--- src/rtl/fetch_ctrl.sv ---
// Instruction-fetch sequencer: owns the PC, issues single-outstanding imem requests,
// buffers one response for decode, and discards responses made stale by a redirect.
module fetch_ctrl #(
   parameter int                  ARCH_LEN  = 32,
   parameter int                  INST_LEN  = 32,
   parameter logic [ARCH_LEN-1:0] BOOT_ADDR = '0
) (
   input  logic                clk,
   input  logic                rst,
   output logic                imem_req_valid,
   output logic [ARCH_LEN-1:0] imem_req_addr,
   input  logic                imem_req_ready,
   input  logic                imem_rsp_valid,
   input  logic [INST_LEN-1:0] imem_rsp_data,
   input  logic                redirect_valid,
   input  logic [ARCH_LEN-1:0] redirect_pc,
   input  logic                stall_in,
   output logic                inst_valid_out,
   output logic [INST_LEN-1:0] inst_out,
   output logic [ARCH_LEN-1:0] inst_pc_out
);

   typedef enum logic [1:0] {
      S_BOOT,
      S_REQ,
      S_WAIT,
      S_DRAIN
   } state_t;

   state_t              r_state;
   state_t              w_state_nxt;
   logic [ARCH_LEN-1:0] r_pc;
   logic [ARCH_LEN-1:0] w_pc_nxt;
   logic                r_inst_valid;
   logic                w_inst_valid_nxt;
   logic [INST_LEN-1:0] r_inst;
   logic [ARCH_LEN-1:0] r_inst_pc;
   logic                w_buf_wr;
   logic                w_buffer_free;
   logic                w_accept;
   logic                w_consume;
   logic [ARCH_LEN-1:0] w_redirect_aligned;

   assign w_buffer_free      = !r_inst_valid || !stall_in;
   assign imem_req_valid     = (r_state == S_REQ) && w_buffer_free;
   assign imem_req_addr      = r_pc;
   assign w_accept           = imem_req_valid && imem_req_ready;
   assign w_consume          = r_inst_valid && !stall_in;
   assign w_redirect_aligned = {redirect_pc[ARCH_LEN-1:2], 2'b00};

   assign inst_valid_out = r_inst_valid;
   assign inst_out       = r_inst;
   assign inst_pc_out    = r_inst_pc;

   always_comb begin
      w_state_nxt      = r_state;
      w_pc_nxt         = r_pc;
      w_buf_wr         = 1'b0;
      w_inst_valid_nxt = r_inst_valid && !w_consume;

      case (r_state)
         S_BOOT: begin
            // Responses arriving here belong to a request issued before reset.
            w_state_nxt      = S_REQ;
            w_inst_valid_nxt = r_inst_valid;
         end
         S_REQ: begin
            if (w_accept) begin
               w_state_nxt = redirect_valid ? S_DRAIN : S_WAIT;
            end
         end
         S_WAIT: begin
            if (imem_rsp_valid) begin
               w_state_nxt = S_REQ;
               if (!redirect_valid) begin
                  w_buf_wr         = 1'b1;
                  w_inst_valid_nxt = 1'b1;
                  w_pc_nxt         = r_pc + ARCH_LEN'(4);
               end
            end else if (redirect_valid) begin
               w_state_nxt = S_DRAIN;
            end
         end
         S_DRAIN: begin
            if (imem_rsp_valid) begin
               w_state_nxt = S_REQ;
            end
         end
         default: begin
            w_state_nxt = S_BOOT;
         end
      endcase

      // Redirect outranks everything except the boot cycle.
      if (redirect_valid && (r_state != S_BOOT)) begin
         w_pc_nxt         = w_redirect_aligned;
         w_inst_valid_nxt = 1'b0;
         w_buf_wr         = 1'b0;
      end
   end

   always_ff @(posedge clk or negedge rst) begin
      if (!rst) begin
         r_state      <= S_BOOT;
         r_pc         <= BOOT_ADDR;
         r_inst_valid <= 1'b0;
         r_inst       <= '0;
         r_inst_pc    <= '0;
      end else begin
         r_state      <= w_state_nxt;
         r_pc         <= w_pc_nxt;
         r_inst_valid <= w_inst_valid_nxt;
         if (w_buf_wr) begin
            r_inst    <= imem_rsp_data;
            r_inst_pc <= r_pc;
         end
      end
   end

endmodule
--- config.mk ---
export PLATFORM = sky130hd
export DESIGN_NAME = fetch_ctrl
export DESIGN_NICKNAME = d
export VERILOG_FILES = /design/src/rtl/fetch_ctrl.sv
export SDC_FILE = /design/constraint.sdc
export NUM_CORES = 1
export LEC_CHECK = 0
export ABC_AREA = 1
export ABC_CLOCK_PERIOD_IN_PS = 2300
export CORE_MARGIN = 3
export CORE_UTILIZATION = 40
export CTS_CLUSTER_SIZE = 24
export DETAILED_ROUTE_END_ITERATION = 10
export HOLD_SLACK_MARGIN = 0.1
export PLACE_DENSITY_LB_ADDON = 0.25
export RECOVER_POWER = 100
export SLEW_MARGIN = 20
export SYNTH_ARGS = -nofsm -noshare
export SYNTH_HDL_FRONTEND = slang
export SYNTH_SLANG_ARGS = --single-unit
--- constraint.sdc ---
create_clock -name clk -period 2.3 [get_ports clk]
set_input_delay 0.23 -clock clk [delete_from_list [all_inputs] [get_ports clk]]
set_output_delay 0.23 -clock clk [all_outputs]
set_load 0.05 [all_outputs]
==> run_results.csv <==
group,metric,value,unit
worst_setup_path,cp_top_family,"buffers and inverters",
worst_setup_path,critPathLaunchType,"flip-flop",
floorplan,row_count,39,
detailed_routing,drtAntennaViolNets,0,
clock_network,ctsResizeCount,0,
timing,worstMarginPinSlew,1110,ps
clock_network,cts_buffer_depth,2,
worst_setup_path,setup.worst_path.start,"r_state[0]",
synth,synth_xor_area_frac,0,
grt,antenna_found_initial,0,
clock_network,clk_latency,350,ps
clock_network,clockRootBuffer,"clkbuf_16",
synth,synth_area,4810,sq um
final_layout,most-common-layout-cells,"172 x nand2_1, 95 x dfrtp_1, 94 x dlygate4sd3_1",
floorplan,start_util,0.416,
power,ir_drop,690,uV
detailed_routing,viasPerCell,4.89,
timing,max_freq,474,MHz
final_layout,syn2layout_area_growth,42.5,%
worst_setup_path,crit_chain,"inv_1, ha_1, inv_1, nand2_4, inv_2, o21ai_4, clkbuf_4, nor2_1, nand2_1, nand2_1",
final_layout,antenna_cells,0,
timing,setup-violations-final,0,
synth,synth-adder-area-share,0.0130,
final_layout,nets,819,
outcome,status,"finished, final reports clean",
worst_setup_path,worstSetupPathType,"reg -> reg",
grt,overflow,0,
worst_setup_path,endpoint_kind,"flip-flop",
placed_design,place_hpwl,10300,um
grt,grt_max_degree,54,
clock_network,hold_buffers,1,
floorplan,dieHeight,116,um
placed_design,placed_cells_incl_taps,875,
final_layout,final_common_cell,"nand2_1",
job,drv_cap,0,
grt,grt_pass1_vias,4262,
detailed_routing,first_pass_iters,4,
placed_design,place.gp.congestion,0.887,
timing,report.final.slew_viol_count,0,
timing,final.setup.tns,0,ps
grt,grtUsageTotal,0.202,
power,power_density,1620,nW/um^2
timing,timing.final.crit_share,0.917,
hold_path,hold_path.class,"in -> reg",
clock_network,postCtsSetupBuffers,0,
power,p_leak,3.24,nW
clock_network,cts_tree,"yes",
clock_network,h-tree-depth,3,
floorplan,ioPinCount,168,
detailed_routing,vias,4364,
clock_network,clkSlewWorstSetupHoldPaths,70,ps
worst_setup_path,cp.required,2530,ps
synth,yosys.area_share.simple,0.248,
detailed_routing,wl_per_cell,15.0,um
floorplan,design.core.area,11600,sq um
worst_setup_path,crit_buf_inv,4,
final_layout,fin_cells,892,
timing,rsz0062_at_grt,"no",
timing,period_needed,2110,ps
worst_setup_path,slowest_stage,"dfrtp_1",
clock_network,clock_sink_count,95,
floorplan,die_area,13400,sq um
synth,synthMuxAreaShare,0.0842,
synth,synth_seq_cells,95,
detailed_routing,drt_first_iter_violations,337,
detailed_routing,drc_errors,0,
synth,ys_warn_count,0,
synth,ys_seq_area_frac,0.494,
timing,clock_skew,9.45,ps
final_layout,drive_gt1_frac,0.100,
worst_setup_path,regToRegStartpoint,"r_state[0]",
worst_setup_path,critPathArrivalTime,2340,ps
hold_path,hold_start,"redirect_pc[3]",
detailed_routing,wl,13400,um
worst_setup_path,worstPathMaxFanout,26,
synth,synthDistinctLibCells,30,
synth,postSynthAreaPerCell,8.26,sq um
grt,grt_pass1_wl,21300,um
clock_network,numCtsBuffers,9,
placed_design,portBuffers,161,
worst_setup_path,max_stage_delay,460,ps
synth,synth-compound-area-share,0.0931,
floorplan,die_w,116,um
synth,synthesis.instances,583,
timing,relSlewSlack,0.262,
timing,final_hold_viol_count,0,
synth,synth_top_family_by_area,"simple AND/OR/NAND/NOR gates",
[report_power, final]
part / leakage, nW / internal [mW] / total, mW / switching, mW
clock: 0.147 / 0.878 / 1.53 / 0.649
sequential: 1.17 / 2.46 / 3.11 / 0.652
combinational: 1.92 / 1.93 / 6.45 / 4.52
[state kept, by name, summed over array words and instances (netlist names)]
name	cells
inst_out	32
inst_pc_out	30
inst_valid_out	1
imem_req_addr	30
r_state	2
[cells in the mapped netlist (all sizes together)]
cell,number,area share
nand2,175,0.14
dfrtp,95,0.49
nor2,77,0.067
o21ai,55,0.060
inv,49,0.038
mux2,36,0.084
nand3,35,0.036
buf,18,0.024
a21oi,15,0.016
clkbuf,6,0.0047
o22ai,6,0.0078
ha,5,0.013
a22oi,3,0.0047
and2,2,0.0026
a2bb2oi,1,0.0018
a31oi,1,0.0013
conb,1,0.00078
nor3,1,0.0010
o21a,1,0.0016
or2,1,0.0013
[worst paths after layout]
check | end | slack [ps] | cells after the start
max | imem_req_addr[25] | 190 | 10
min | imem_req_addr[3] | 470 | 3
max reg2reg | imem_req_addr[25] | 190 | 10
min reg2reg | inst_pc_out[26] | 480 | 2
max in group asynchronous | inst_out[13] | 830 | 3
min in group asynchronous | inst_out[0] | 630 | 2
[worst min-delay path, cell delays in order]
cell             delay [ps]
clkdlybuf4s50_1         410
nand2_1                  70
a31oi_1                  70
[routing by layer]
metal / wire length, um / up-vias / track usage
met2: 6260 / 146 / 0.332
met4: 162 / 0 / 0.0650
met1: 6070 / 2010 / 0.277
li1: - / 2196 / -
met3: 884 / 12 / 0.0324
met5: 0 / - / 0
[cell type report]
class | count | area, sq um
inverter | 49 | 184
tap | 143 | 179
clock buffer | 12 | 246
clock inverter | 4 | 52.6
timing repair buffer | 171 | 1700
fill | 1037 | 4710
sequential | 95 | 2380
multi-input combinational | 418 | 2120
[per-stage QoR]
step            util  power [mW]  hold WS [ps]  instance area (sq um)  setup slack [ps]
2_1_floorplan      -        7.56         -65.6                   4820               454
3_3_place_gp   0.568        9.81           262                   6570               281
3_5_place_dp   0.568        9.95           266                   6570               241
4_1_cts        0.595        11.5           443                   6880               206
5_1_grt        0.593        11.8           497                   6860              20.6
6_report       0.593        11.1           472                   6860               191
[cells by family (layout without fill, tap and decap cells)]
kind of cell	after synthesis	in the layout
compound gates	82	82
other cells	1	4
flops	95	95
buf+inv	73	236
fa+ha+maj	5	5
mux	36	36
simple gates	291	291
Power figures use the tool's default switching activity.
